### src/rtl/stopwatch_ctrl.sv
// Stopwatch front-panel controller: two debounced buttons drive a
// four-state run/pause/lap FSM that steers the counter datapath.
module stopwatch_ctrl #(
  parameter int DB_CYCLES = 500000,
  parameter int DB_W      = 20
) (
  input  logic       clk,
  input  logic       rst,
  input  logic       btn_ss,
  input  logic       btn_lc,
  input  logic       en_100hz,
  output logic       run,
  output logic       clear,
  output logic       freeze,
  output logic [1:0] state
);

  typedef enum logic [1:0] {
    S_IDLE  = 2'b00,
    S_RUN   = 2'b01,
    S_PAUSE = 2'b10,
    S_LAP   = 2'b11
  } state_t;

  localparam logic [DB_W-1:0] DB_LAST = DB_W'(DB_CYCLES - 1);

  logic [1:0]      w_raw;
  logic [1:0]      r_sync0;
  logic [1:0]      r_sync1;
  logic [1:0]      r_db;
  logic [1:0]      r_db_q;
  logic [DB_W-1:0] r_cnt [2];
  logic            w_ss_p;
  logic            w_lc_p;

  state_t r_state;
  state_t w_state_n;
  logic   r_run;
  logic   r_frz;
  logic   r_clr;
  logic   w_clr_n;

  assign w_raw = {btn_lc, btn_ss};

  // Counter runs only while the synced level disagrees with the
  // debounced one; any return to agreement restarts the qualification.
  always_ff @(posedge clk or posedge rst) begin
    if (rst) begin
      r_sync0  <= '0;
      r_sync1  <= '0;
      r_db     <= '0;
      r_db_q   <= '0;
      r_cnt[0] <= '0;
      r_cnt[1] <= '0;
    end else begin
      r_sync0 <= w_raw;
      r_sync1 <= r_sync0;
      r_db_q  <= r_db;
      for (int i = 0; i < 2; i++) begin
        if (r_sync1[i] == r_db[i]) begin
          r_cnt[i] <= '0;
        end else if (r_cnt[i] == DB_LAST) begin
          r_db[i]  <= r_sync1[i];
          r_cnt[i] <= '0;
        end else begin
          r_cnt[i] <= r_cnt[i] + DB_W'(1);
        end
      end
    end
  end

  assign w_ss_p = r_db[0] & ~r_db_q[0];
  assign w_lc_p = r_db[1] & ~r_db_q[1];

  always_comb begin
    w_state_n = r_state;
    w_clr_n   = r_clr & ~en_100hz;
    case (r_state)
      S_IDLE: begin
        if (w_ss_p) begin
          if (!r_clr) w_state_n = S_RUN;
        end else if (w_lc_p) begin
          w_clr_n = 1'b1;
        end
      end
      S_RUN: begin
        if (w_ss_p)      w_state_n = S_PAUSE;
        else if (w_lc_p) w_state_n = S_LAP;
      end
      S_LAP: begin
        if (w_ss_p)      w_state_n = S_PAUSE;
        else if (w_lc_p) w_state_n = S_RUN;
      end
      S_PAUSE: begin
        if (w_ss_p) begin
          w_state_n = S_RUN;
        end else if (w_lc_p) begin
          w_state_n = S_IDLE;
          w_clr_n   = 1'b1;
        end
      end
    endcase
  end

  always_ff @(posedge clk or posedge rst) begin
    if (rst) begin
      r_state <= S_IDLE;
      r_run   <= 1'b0;
      r_frz   <= 1'b0;
      r_clr   <= 1'b1;
    end else begin
      r_state <= w_state_n;
      r_run   <= (w_state_n == S_RUN) || (w_state_n == S_LAP);
      r_frz   <= (w_state_n == S_LAP);
      r_clr   <= w_clr_n;
    end
  end

  assign state  = r_state;
  assign run    = r_run;
  assign freeze = r_frz;
  assign clear  = r_clr;

endmodule

### config.mk
export PLATFORM = sky130hd
export DESIGN_NAME = stopwatch_ctrl
export DESIGN_NICKNAME = d
export VERILOG_FILES = /design/src/rtl/stopwatch_ctrl.sv
export SDC_FILE = /design/constraint.sdc
export NUM_CORES = 1
export LEC_CHECK = 0
export CORE_ASPECT_RATIO = 2
export CORE_MARGIN = 2
export CORE_UTILIZATION = 62
export CTS_BUF_LIST = sky130_fd_sc_hd__clkbuf_4
export DETAILED_ROUTE_END_ITERATION = 7
export GPL_TIMING_DRIVEN = 1
export MAX_ROUTING_LAYER = met4
export PLACE_DENSITY = 0.91
export REMOVE_ABC_BUFFERS = 1
export SETUP_SLACK_MARGIN = 0.02
export SLEW_MARGIN = 15
export SYNTH_ARGS = -nofsm -noshare
export SYNTH_HDL_FRONTEND = slang
export SYNTH_SLANG_ARGS = --single-unit
### constraint.sdc
create_clock -name clk -period 2.18 [get_ports clk]
set_input_delay 0.436 -clock clk [delete_from_list [all_inputs] [get_ports clk]]
set_output_delay 0.436 -clock clk [all_outputs]
set_load 0.03 [all_outputs]
==> impl_metrics.json, run 1 <==
{
  "outcome": "completed",
  "drt-pass1-iter-count": 4,
  "critPathBufInv": 1,
  "first_global_vias": 1992,
  "fin_skew_ns": 0.0247,
  "die_width_um": 49.2,
  "cts_max_path_buffers": 2,
  "cts_buffers": 5,
  "overflow": 0,
  "yosysSeqAreaShare_pct": 52.3,
  "ioPinCount": 10,
  "avgSynthCellArea_um2": 10.3,
  "period_share_pct": 94.3,
  "worst_pin_slew_ns": 0.504,
  "cts_hold_buf": 0,
  "dieArea_mm2": 0.00465,
  "drive_above_1_share_pct": 11.0,
  "setup_viol": 0,
  "final_nets": 269,
  "grt_max_degree": 26,
  "core_area_mm2": 0.00388,
  "htreeDepth": 2,
  "placed_cell_area_mm2": 0.00271,
  "syn-instance-count": 246,
  "clk_pin_slew_ns": 0.16,
  "synth_top_area_share_pct": 51.3,
  "nFillCells": 293,
  "synth-seq-cells": 53,
  "syn_area_mm2": 0.00254,
  "stdcell_area_mm2": 0.00281,
  "start_util_pct": 65.3,
  "critPathMaxFanout": 2,
  "power_w": 0.00176,
  "rrSetupSlack_ns": 0.20,
  "cp_slowest_cell": "clkdlybuf4s50_1",
  "power_density_mw_per_mm2": 626,
  "drc": 0,
  "post_layout_nonfiller_instances": 314,
  "crit_end": "clear",
  "yosysTopAreaCell": "dfrtp_1",
  "drt-total-wl_um": 4960,
  "clock_sinks": 53,
  "vdd_drop_max_mv": 0.726,
  "tns_ns": 0,
  "whs_ns": 0.308,
  "num_rows": 32,
  "endpoint_kind": "output port",
  "synth_warnings": 0,
  "dp_hpwl_um": 3640,
  "vias_per_cell": 5.95,
  "crit_path_start_kind": "flip-flop",
  "maxSlewHeadroom_pct": 66.1,
  "wl_per_cell_um": 15.8,
  "grt_usage_pct": 25.6,
  "insertion_delay_ns": 0.39,
  "min_path_type": "input pin to asynchronous set/reset pin",
  "cts_setup_buffers": 0,
  "crit_required_ns": 1.74,
  "drt_iter0_markers": 79,
  "worstSetupStartpoint": "clear",
  "post_cts_resized": 0,
  "cts-root-buf": "clkbuf_4",
  "rsz0062_at_grt": "false",
  "path_cells": "clkdlybuf4s50_1",
  "antenna_found_initial": 0,
  "ant_nets": 0,
  "synth_area_leaders": "dfrtp_1, xnor2_1, nor2_1",
  "syn_to_final_growth_pct": 11.0,
  "period_needed_ns": 2.06,
  "antenna_cells": 0,
  "reg2regPathDepth": 4,
  "die_y_um": 94.5,
  "synthDistinctLibCells": 42,
  "hold_violations": 0,
  "place.gp.congestion": 0.907,
  "p_leak_nw": 1.12,
  "num_vias": 1868,
  "critPathKind": "flip-flop to output port",
  "dp.cells": 306,
  "grt_pass1_wl_um": 8840,
  "arrival_ns": 1.62,
  "cts_tree": "yes",
  "fmax_mhz": 487,
  "maxCapViolCount": 0,
  "maxSlewViolCount": 0,
  "r2r_end": "r_db[0]",
  "cp_top_family": "buffers and inverters",
  "timing.rr.start": "r_cnt[32]",
  "max_stage_delay_ns": 0.67,
  "portBuffers": 9,
  "cp_num_cells": 1
}
layer usage:
metal	vias up	global-route usage, %	share of wire, %
met1	926	26.5	38
met3	14	4.59	2.0
met5	-	-	0
met2	27	45.0	56
li1	901	-	-
met4	0	14.3	3.4
flip-flops by register name, indices dropped and copies added (netlist names):
name	flops
run	1
r_db_q	2
r_sync1	2
clear	1
r_db	2
state	2
r_cnt	40
freeze	1
r_sync0	2
cell type report:
| class | instances | area (um^2) | share of cell area (%) |
|---|---|---|---|
| repair buffers | 15 | 148 | 5.25 |
| clock buffers | 5 | 37.5 | 1.33 |
| inverters | 11 | 41.3 | 1.47 |
| multi-input cells | 176 | 1130 | 40.1 |
| clock inverters | 3 | 68.8 | 2.45 |
| well taps | 51 | 63.8 | 2.27 |
| flip-flops and latches | 53 | 1330 | 47.2 |
placed cells by master, fill, tap and decap left out, types with 3 or more instances in the layout:
cell             instances
nand2_1                 16
or4_4                    3
nor4_1                   7
clkdlybuf4s50_1          9
xnor2_1                 22
clkbuf_4                 5
nor2_1                  39
nor3_1                   7
dfrtp_1                 52
o21ai_0                  6
nand4_1                 12
a21oi_1                  7
buf_4                    5
or4_1                    5
nand3_1                 11
xor2_1                   8
or3_1                    5
inv_1                   10
o31ai_1                  3
cell usage after synthesis, drive strengths merged:
| cell type | number |
|---|---|
| or2 | 2 |
| nor4bb | 1 |
| nand2b | 2 |
| nand3 | 12 |
| dfrtp | 52 |
| nor3 | 7 |
| a21oi | 8 |
| xnor2 | 22 |
| or3 | 6 |
| a31o | 1 |
| nor2b | 1 |
| ha | 2 |
| nand4 | 14 |
| xor2 | 8 |
| o21ai | 9 |
| nor2 | 39 |
| or4b | 1 |
| or4 | 8 |
| o31ai | 4 |
| dfstp | 1 |
| inv | 11 |
| nand2 | 16 |
| mux2 | 2 |
| nand4bb | 1 |
| clkbuf | 2 |
| buf | 4 |
| a21boi | 1 |
| o32ai | 1 |
| nor4 | 8 |
kinds of logic (layout without fill, tap and decap cells):
group	Yosys count	in the layout	share of synthesized area, %
flip-flops	53	53	52.3
adder cells (fa/ha/maj)	2	2	0.987
AND/OR/NAND/NOR	118	118	25.6
XOR/XNOR	30	30	10.4
multiplexers	2	2	0.888
buffers and inverters	17	34	3.21
AO/OA/AOI/OAI	24	24	6.66
per-stage QoR:
stage | worst slack [ns] | utilization (%)
floorplan | 0.285 | -
global placement | 0.282 | 69.7
detailed placement | 0.211 | 69.7
CTS | 0.112 | 72.5
global route | 0.0539 | 72.5
finish | 0.125 | 72.5
power breakdown:
group	switching, W	internal (W)
Combinational	0.0000434	0.0000256
Sequential	0.0000137	0.000996
Clock	0.000321	0.000361
Total	0.000378	0.00138
worst min-delay path by stage:
stage,startpoint,endpoint,slack [ns],cells past startpoint
floorplan,r_sync0[0],r_sync1[0],0.33,0
detailed placement,r_sync0[0],r_sync1[0],0.34,0
global route,rst,r_sync0[1],0.32,2
CTS,rst,r_sync0[1],0.30,2
finish,rst,r_sync0[1],0.31,2
global placement,r_sync0[0],r_sync1[0],0.33,0
No activity file was read; power rests on OpenSTA's default activity.
==> run 2, diff against run 1 <==
REMOVE_ABC_BUFFERS = not set   (was 1)
==> run 2 against run 1 <==
Effect of this change: hold slack better by 0.035 ns; global-route usage is 0.69 points higher; worst setup slack gained 0.0044 ns; cell count rose by 0.32%; design area rose by 0.71%; clock skew fell by 0.00059 ns; critical path type unchanged; largest power group unchanged; highest routed layer unchanged.
==> impl_metrics.json, run 2 (same netlist as run 1, synthesis figures left out) <==
{
  "outcome": "completed",
  "cts-root-buf": "clkbuf_4",
  "syn_to_final_growth_pct": 11.7,
  "antenna_found_initial": 0,
  "vias_per_cell": 6.04,
  "num_rows": 32,
  "antenna_cells": 0,
  "cts_max_path_buffers": 2,
  "die_width_um": 49.2,
  "dp_hpwl_um": 3810,
  "start_util_pct": 65.3,
  "critPathMaxFanout": 2,
  "cts_hold_buf": 0,
  "rsz0062_at_grt": "false",
  "drt-total-wl_um": 5110,
  "period_share_pct": 94.1,
  "core_area_mm2": 0.00388,
  "drt_iter0_markers": 62,
  "maxSlewHeadroom_pct": 69.3,
  "die_y_um": 94.5,
  "endpoint_kind": "output port",
  "rrSetupSlack_ns": 0.18,
  "synth_nets": 253,
  "grt_max_degree": 21,
  "cts_tree": "yes",
  "post_cts_resized": 0,
  "cp_num_cells": 1,
  "period_needed_ns": 2.05,
  "maxSlewViolCount": 0,
  "worst_pin_slew_ns": 0.456,
  "num_vias": 1903,
  "ioPinCount": 10,
  "crit_path_start_kind": "flip-flop",
  "arrival_ns": 1.61,
  "cp_top_family": "buffers and inverters",
  "overflow": 0,
  "fmax_mhz": 488,
  "grt_pass1_wl_um": 9110,
  "power_density_mw_per_mm2": 621,
  "reg2regPathDepth": 4,
  "timing.rr.start": "r_cnt[32]",
  "setup_viol": 0,
  "placed_cell_area_mm2": 0.00273,
  "clock_sinks": 53,
  "p_leak_nw": 1.13,
  "drt-pass1-iter-count": 5,
  "critPathKind": "flip-flop to output port",
  "path_cells": "clkdlybuf4s50_1",
  "largest_reg_flops": 40,
  "mostFrequentLayoutCells": "dfrtp_1, nor2_1, xnor2_1",
  "nFillCells": 270,
  "post_layout_nonfiller_instances": 315,
  "max_stage_delay_ns": 0.67,
  "regMostFlops": "r_cnt",
  "cts_buffers": 5,
  "min_path_type": "input pin to asynchronous set/reset pin",
  "drc": 0,
  "portBuffers": 9,
  "dieArea_mm2": 0.00465,
  "insertion_delay_ns": 0.38,
  "maxCapViolCount": 0,
  "vdd_drop_max_mv": 0.419,
  "clk_pin_slew_ns": 0.16,
  "first_global_vias": 2067,
  "ant_nets": 0,
  "tns_ns": 0,
  "wl_per_cell_um": 16.2,
  "r2r_end": "r_db[0]",
  "place.gp.congestion": 0.844,
  "cts_setup_buffers": 0,
  "final_common_cell": "dfrtp_1",
  "multi_input_area_mm2": 0.00113,
  "htreeDepth": 2,
  "dp.cells": 307,
  "grt_usage_pct": 26.3,
  "stdcell_area_mm2": 0.00283,
  "critPathBufInv": 1,
  "drive_above_1_share_pct": 11.4,
  "cp_slowest_cell": "clkdlybuf4s50_1",
  "fin_skew_ns": 0.0241,
  "hold_violations": 0,
  "crit_required_ns": 1.74,
  "final_nets": 270,
  "seq_area_mm2": 0.00133
}
## run 2: cell types whose count changed in the layout (fill, tap and decap cells not counted)
cell | before | now
buf_12 | 1 | 2
## run 2: through the flow
step	util (%)	power [W]	setup slack (ns)	hold slack [ns]
after floorplan	-	0.00107	0.301	0.331
after global placement	70.2	0.00110	0.273	0.331
after detailed placement	70.2	0.00110	0.179	0.343
after CTS	73.0	0.00178	0.105	0.343
after global routing	73.0	0.00182	0.0304	0.356
final	73.0	0.00176	0.129	0.343
## run 2: layout make-up
class | instances | share of cell area, %
clock buffers | 5 | 1.32
clock inverters | 3 | 2.43
inverters | 11 | 1.46
multi-input cells | 176 | 39.8
flip-flops and latches | 53 | 46.8
well taps | 51 | 2.25
repair buffers | 16 | 5.92
## run 2: report_power, final
group | internal (W) | switching, W
logic | 0.0000305 | 0.0000441
clock network | 0.000361 | 0.000314
registers | 0.000996 | 0.0000140
## run 2: how the worst max path moves through the flow
stage                     slack (ns)   endpoint      start
after floorplan                 0.30    r_db[0]  r_cnt[32]
after global placement          0.27    r_db[0]  r_cnt[32]
after detailed placement        0.18    r_db[0]  r_cnt[32]
after CTS                       0.11      clear      clear
after global routing            0.03  r_cnt[18]   r_cnt[0]
final                           0.13      clear      clear
## run 2: layer usage
metal  vias to the layer above  part of all wire, %  track usage [%]
li1                        895                    -                -
met3                        16                  2.2             3.96
met5                         -                    0                -
met1                       942                   35             25.5
met2                        50                   60             48.8
met4                         0                  3.4             14.3
==> run 3, diff against run 2 <==
CORE_MARGIN = not set   (was 2)
clock period = 1.91 ns   (was 2.18 ns; I/O delays follow)
==> run 3 against run 2 <==
Effect of this change: combinational power up 37%; total power up 0.54%; non-clock buffer count rose by 12; clock-buffer cell count is the same; critical path type is now flip-flop to flip-flop; core utilization rose by 2.4 points; worst setup slack got worse by 0.12 ns; global-route usage up 1.7 points; design area rose by 3.4%; flip-flop and latch count unchanged; wire length is 1.3% higher; register-to-register slack worse by 0.17 ns.
==> impl_metrics.json, run 3 (same netlist as run 1, synthesis figures left out) <==
{
  "path_cells": "or4_1 -> or4_4 -> nor2_2 -> mux2_4",
  "switchingPower_w": 0.000441,
  "die_width_um": 47.2,
  "grt_pass1_wl_um": 8480,
  "antenna_found_initial": 0,
  "internal_power_w": 0.00133,
  "num_vias": 1878,
  "maxSlewViolCount": 0,
  "period_share_pct": 99.5,
  "power_density_mw_per_mm2": 604,
  "fmax_mhz": 526,
  "insertion_delay_ns": 0.38,
  "drt-pass1-iter-count": 4,
  "final_util_pct": 75.4,
  "clock_sinks": 53,
  "p_leak_nw": 1.20,
  "ioPinCount": 10,
  "final_nets": 282,
  "dp_hpwl_um": 3840,
  "syn_to_final_growth_pct": 15.5,
  "rrSetupSlack_ns": 0.01,
  "cp_top_family": "simple AND/OR/NAND/NOR gates",
  "endpoint_kind": "flip-flop",
  "drt_iter0_markers": 49,
  "overflow": 0,
  "crit_path_start_kind": "flip-flop",
  "place.gp.congestion": 0.879,
  "power_w": 0.00177,
  "vias_per_cell": 5.74,
  "clk_pin_slew_ns": 0.16,
  "dieArea_mm2": 0.00437,
  "r2r_end": "r_db[0]",
  "first_global_vias": 1961,
  "hold_violations": 0,
  "drt-total-wl_um": 5180,
  "portBuffers": 9,
  "rsz0062_at_grt": "true",
  "htreeDepth": 2,
  "sequentialPowerShare_pct": 65.0,
  "critPathBufInv": 0,
  "largest_reg_flops": 40,
  "maxSlewHeadroom_pct": 73.9,
  "cp_slowest_cell": "or4_1",
  "crit_required_ns": 2.18,
  "cts_tree": "yes",
  "stdcell_area_mm2": 0.00293,
  "core_area_mm2": 0.00388,
  "maxCapViolCount": 0,
  "cts_max_path_buffers": 2,
  "synth_nets": 253,
  "vdd_drop_max_mv": 0.588,
  "final_common_cell": "dfrtp_1",
  "drive_above_1_share_pct": 19.2,
  "fin_skew_ns": 0.0204,
  "mostFrequentLayoutCells": "dfrtp_1, nor2_1, xnor2_1",
  "tns_ns": 0,
  "start_util_pct": 65.3,
  "num_rows": 32,
  "cts_hold_buf": 0,
  "critPathKind": "flip-flop to flip-flop",
  "timing.rr.start": "r_cnt[32]",
  "cts-root-buf": "clkbuf_4",
  "whs_ns": 0.255,
  "die_y_um": 92.5,
  "comb_power_share_pct": 5.8,
  "placed_cell_area_mm2": 0.00282,
  "setup_viol": 0,
  "grt_usage_pct": 28.0,
  "critPathMaxFanout": 2,
  "period_needed_ns": 1.90,
  "min_path_type": "input pin to asynchronous set/reset pin",
  "worst_pin_slew_ns": 0.388,
  "drc": 0,
  "max_stage_delay_ns": 0.52,
  "ant_nets": 0,
  "wl_per_cell_um": 15.8,
  "clockPowerShare_pct": 29.3,
  "arrival_ns": 2.17,
  "outcome": "completed",
  "grt_max_degree": 30,
  "reg2regPathDepth": 4,
  "netSwitchingFraction_pct": 24.9,
  "regMostFlops": "r_cnt",
  "cts_buffers": 5,
  "antenna_cells": 0
}
run 3: changes by cell type in the layout (fill, tap and decap cells not counted), sizes merged:
cell,before,now
buf,7,19
clkdlybuf4s50,9,6
bufinv,2,0
dlygate4sd2,0,2
clkinv,0,1
clkinvlp,0,1
dlymetal6s2s,0,1
run 3: how the worst max path moves through the flow:
stage          cells past startpoint  slack [ns]      start      end
5_1_grt                            4       -0.01  r_cnt[32]  r_db[0]
6_report                           4        0.01  r_cnt[32]  r_db[0]
2_1_floorplan                      4        0.03  r_cnt[32]  r_db[0]
4_1_cts                            4       0.001  r_cnt[32]  r_db[0]
3_3_place_gp                       4        0.05  r_cnt[32]  r_db[0]
3_5_place_dp                       5       0.002  r_cnt[21]  r_db[0]
run 3: repair_timing:
item | 4_1_cts | 5_1_grt
buffers inserted | 0 | 1
pin swaps | 0 | 1
setup endpoints to repair | 4 | 37
resized for setup | 4 | 10
run 3: final cells by class:
class	count	area [um^2]
Multi-Input combinational cell	176	1170
Clock buffer	5	37.5
Fill cell	271	955
Tap cell	51	63.8
Sequential cell	53	1330
Timing Repair Buffer	28	270
Inverter	11	41.3
Clock inverter	3	21.3
run 3: per-stage QoR:
step,worst slack [ns],instances
after global routing,-0.0147,327
after CTS,0.000955,326
after global placement,0.0484,318
after floorplan,0.0314,246
final,0.0103,327
after detailed placement,0.00152,318
run 3: metal layers:
metal	track usage [%]	vias to the layer above	wire length [um]
met5	-	-	0
met4	16.4	0	138
met3	5.85	15	75
met2	46.9	25	3060
met1	27.5	930	1900
li1	-	908	-
run 3: power by group through the flow:
stage                     clock [W]  combinational (W)  sequential (W)
final                      0.000518           0.000102         0.00115
after global routing       0.000573           0.000116         0.00115
after CTS                  0.000529          0.0000991         0.00115
after detailed placement          0          0.0000985         0.00117
after global placement            0          0.0000945         0.00117
after floorplan                   0          0.0000539         0.00117
==> RTL change 1, RTL diff (flow settings as in run 2) <==
Register the inputs `btn_ss`, `btn_lc` and `en_100hz` before use, with the module's reset. The logic sees them one clock later.
--- a/src/rtl/stopwatch_ctrl.sv
+++ b/src/rtl/stopwatch_ctrl.sv
@@ -26,2 +26,18 @@
 
+  logic btn_ss_q;
+  logic btn_lc_q;
+  logic en_100hz_q;
+
+  always_ff @(posedge clk or posedge rst) begin
+    if (rst) begin
+      btn_ss_q   <= '0;
+      btn_lc_q   <= '0;
+      en_100hz_q <= '0;
+    end else begin
+      btn_ss_q   <= btn_ss;
+      btn_lc_q   <= btn_lc;
+      en_100hz_q <= en_100hz;
+    end
+  end
+
   logic [1:0]      w_raw;
@@ -42,3 +58,3 @@
 
-  assign w_raw = {btn_lc, btn_ss};
+  assign w_raw = {btn_lc_q, btn_ss_q};
 
@@ -76,3 +92,3 @@
     w_state_n = r_state;
-    w_clr_n   = r_clr & ~en_100hz;
+    w_clr_n   = r_clr & ~en_100hz_q;
     case (r_state)
Behaviour: not the same (a bounded check fails within 4 cycles, from zero or initial values and one cycle with rst high).
==> RTL change 1 against run 2 <==
  * Non-clock buffer count is 2 higher
  * Synthesized area is 1.1% higher
  * Maximum frequency is 3.0% lower
  * Routed wire length is 2.4% higher
  * Setup slack worse by 0.064 ns
  * Power is 9.2% lower
  * Sequential cell count is 3 higher
  * Design area is 0.44% higher
  * Critical endpoint is now r_cnt[16]
  * Largest cell class unchanged
  * Largest power group unchanged
  * Highest routed layer unchanged
==> RTL change 1: results (changes against run 2) <==
| Metric | Value |
|---|---|
| Clock Skews | `0.0231 ns (-0.000945 ns)` |
| Post-synthesis xor/xnor area fraction | `8.54% (-1.8 points)` |
| Worst path slowest cell | `or4_1` |
| Final clock-cell share | `1.93% (-1.8 points)` |
| Multi-input logic area | `0.00110 mm2 (-2.3%)` |
| Leak | `1.16 nW (+2.3%)` |
| Largest stage delay, worst path | `0.53 ns (-0.14 ns)` |
| All-Layer GR Usage | `24.8% (-1.5 points)` |
| Post-DP HPWL | `3850 um (+0.99%)` |
| Layout Utilization | `70.3% (-2.6 points)` |
| DR pass1 iterations | `4 (-1)` |
| Final WS setup | `0.0655 ns (-0.0636 ns)` |
| Arr. time, crit path | `2.37 ns (+0.76 ns)` |
| Crit Path Max Fanout | `20 (+18)` |
| Largest net degree at the start of global routing | `42 (+100%)` |
| Routed vias/inst | `5.98 (-0.99%)` |
| Area contributors post-synth | `dfrtp_1 (54%), xnor2_1 (6.8%), nor2_1 (4.5%)` |
| Mean post-synth cell area | `10.4 um2 (+0.73%)` |
| Wire length per cell | `16.4 um (+0.82%)` |
| Switching Fraction | `24.4% (+3.2 points)` |
| Max IR drop VDD | `0.496 mV (+18%)` |
| Synth Area in Compound Gates | `8.15% (+1.5 points)` |
| 1st-iter DRT viols | `55 (-11%)` |
| Vias in the first global route | `2,021 (-2.2%)` |
| Final RePlAce weighted congestion | `0.876 (+3.8%)` |
| Synth Net Count | `254 (+0.40%)` |
| Mux contribution to synthesized area | `0.878% (-0.010 points)` |
| Vias after detailed routing | `1,914 (+0.58%)` |
| Clk pwr share | `28.5% (-9.9 points)` |
| Crit path to | `r_cnt[16]` |
| Adder-Cell Fraction of Synth Area | `0.976% (-0.011 points)` |
| Slew HR | `71.7% (+2.4 points)` |
| Global-route wire length before repair | `8580 um (-5.8%)` |
| Fin nets | `273 (+1.1%)` |
| Setup WS pre-CTS | `0.105 ns (-0.0740 ns)` |
| Initial antenna violation count | `1 (+1)` |
| Library cells used by synthesis | `40 (-4.8%)` |
| RR Startpoint | `r_cnt[11]` |
| Status | `completed` |
| Reg2Reg Depth | `5 (+1)` |
| Register share of total power | `66.9% (+9.5 points)` |
| Inverters excl. clock | `10 (-1)` |
| Comb_multi_in | `175 (-0.57%)` |
| Clk power | `456 uW (-32%)` |
| Seq/Total Area, Yosys | `54.7% (+2.3 points)` |
| Diode count | `1 (+1)` |
| Register share of the cell area | `49.3% (+2.4 points)` |
| Fillers | `308 (+14%)` |
| Buffer share of cell area | `6.42% (+0.50 points)` |
==> RTL change 1: worst reg2reg max path, delay by kind of cell (launching register included) <==
| kind | cells | cell delay [ns] |
|---|---|---|
| AND/OR/NAND/NOR | 2 | 1.03 |
| flip-flops | 1 | 0.47 |
| AO/OA/AOI/OAI | 2 | 0.30 |
| buffers and inverters | 1 | 0.19 |
==> RTL change 1: per-layer routing <==
layer / share of wire (%) / GRT usage, % / vias up
li1: - / - / 910
met1: 36 / 22.9 / 969
met2: 59 / 47.4 / 24
met3: 1.5 / 3.16 / 11
met4: 2.8 / 14.1 / 0
met5: 0 / - / -
==> RTL change 1: repair_timing <==
item | 4_1_cts | 5_1_grt
gates resized for setup | 0 | 1
setup buffers | 0 | 1
setup endpoints to repair | 0 | 5
==> RTL change 1: kinds of logic after synthesis <==
logic type | Yosys count
and+or+nand+nor | 112
adders and majority gates | 2
muxes | 2
xor gates and xnor gates | 25
AOI/OAI and AO/OA | 34
DFF | 56
buffers and inverters | 16
==> RTL change 2, RTL diff (flow settings as in run 2) <==
Without the edit above. `DB_CYCLES`: 500000 -> 250000.
--- a/src/rtl/stopwatch_ctrl.sv
+++ b/src/rtl/stopwatch_ctrl.sv
@@ -3,3 +3,3 @@
 module stopwatch_ctrl #(
-  parameter int DB_CYCLES = 500000,
+  parameter int DB_CYCLES = 250000,
   parameter int DB_W      = 20
Behaviour: no difference found for any inputs over 10 cycles, from zero or initial values and one cycle with rst high; that may be too few to reach the edited logic, so the function may still have changed.
==> RTL change 2 against run 2 <==
  * Core utilization fell by 1.8 points
  * Sequential cell count did not move
  * Setup slack got worse by 0.0037 ns
  * Design area fell by 4.5%
  * Critical path depth did not move
  * Critical path type unchanged
  * Non-clock buffer count did not move
  * Sequential power barely moved
  * Synthesized area fell by 4.0%
  * Routed wire length fell by 8.2%
  * Die area fell by 3.8%
  * Global-route usage fell by 1.4 points
  * Hold slack got worse by 0.093 ns
  * Power fell by 13%
==> RTL change 2: results (changes against run 2) <==
| Metric | Value |
|---|---|
| Final RePlAce weighted congestion | `0.909 (+7.7%)` |
| Area after detailed placement | `0.00264 mm2 (-3.1%)` |
| 1st-iter DRT viols | `55 (-11%)` |
| Largest net degree at the start of global routing | `30 (+43%)` |
| Leak | `1.08 nW (-4.3%)` |
| Synth Net Count | `245 (-3.2%)` |
| Library cells used by synthesis | `34 (-19%)` |
| Worst-Margin Slew | `0.548 ns (+0.0917 ns)` |
| Area contributors post-synth | `dfrtp_1 (53%), xnor2_1 (7.9%), nor2_1 (5.9%)` |
| Switching Fraction | `24.2% (+3.1 points)` |
| Drt total wl | `4700 um (-8.2%)` |
| DR pass1 iterations | `4 (-1)` |
| Routed vias/inst | `5.86 (-3.0%)` |
| Vias in the first global route | `1,934 (-6.4%)` |
| Post-DP HPWL | `3550 um (-6.8%)` |
| Clock Skews | `0.0306 ns (+0.00658 ns)` |
| All-Layer GR Usage | `24.9% (-1.4 points)` |
| Fillers | `265 (-1.9%)` |
| Max IR drop VDD | `0.761 mV (+82%)` |
| Synth cell count leaders | `dfrtp_1 (52), nor2_1 (38), xnor2_1 (22)` |
| Status | `completed` |
| Yosys warnings | `0 (unchanged)` |
| Fin nets | `266 (-1.5%)` |
| Seq/Total Area, Yosys | `54.5% (+2.2 points)` |
| Arr. time, crit path | `1.62 ns` |
| Setup WS pre-CTS | `0.401 ns (+0.222 ns)` |
| Initial antenna violation count | `0 (unchanged)` |
| Ratio of cells with drive above 1 in the final layout | `10.8% (-0.59 points)` |
| P&R area growth vs syn | `11.2%` |
| Global-route wire length before repair | `8290 um (-8.9%)` |
## RTL change 2: through the flow
step | cells | hold WS [ns] | util, %
after global placement | 303 | 0.334 | 69.5
after CTS | 311 | 0.240 | 71.2
after detailed placement | 303 | 0.350 | 69.5
after floorplan | 238 | 0.331 | -
after global routing | 311 | 0.239 | 71.2
final | 311 | 0.250 | 71.2
## RTL change 2: final cells by class
class	instances	share of cell area, %
clock inverters	3	0.925
multi-input cells	169	38.6
repair buffers	16	5.73
inverters	14	1.94
well taps	51	2.36
clock buffers	5	1.39
flip-flops and latches	53	49.1
## RTL change 2: worst paths after layout
kind	end	slack, ns
hold reg to reg	r_sync1[1]	0.38
setup / recovery	clear	0.13
hold / removal	freeze	0.25
max in group asynchronous	r_cnt[1]	1.42
setup reg to reg	r_cnt[17]	0.37
min in group clk	r_sync1[1]	0.38
## RTL change 2: power by group through the flow
| stage | clock, mW | combinational (mW) | sequential, mW |
|---|---|---|---|
| floorplan | 0 | 0.0394 | 1.02 |
| detailed placement | 0 | 0.0682 | 1.03 |
| CTS | 0.470 | 0.0684 | 1.01 |
| global route | 0.506 | 0.0759 | 1.01 |
| finish | 0.450 | 0.0665 | 1.01 |
| global placement | 0 | 0.0662 | 1.02 |
## RTL change 2: routing by layer
layer | vias to the layer above | routed length (um) | GRT usage, %
li1 | 875 | - | -
met1 | 896 | 1640 | 23.6
met5 | - | 0 | -
met3 | 14 | 131 | 4.84
met2 | 37 | 2760 | 45.4
met4 | 0 | 165 | 15.5
## RTL change 2: cells by family after synthesis
logic type | synth area share [%]
and+or+nand+nor | 24.4
AOI/OAI and AO/OA | 5.70
buffers and inverters | 2.57
DFF | 54.5
xor gates and xnor gates | 10.4
adders and majority gates | 1.03
muxes | 1.34
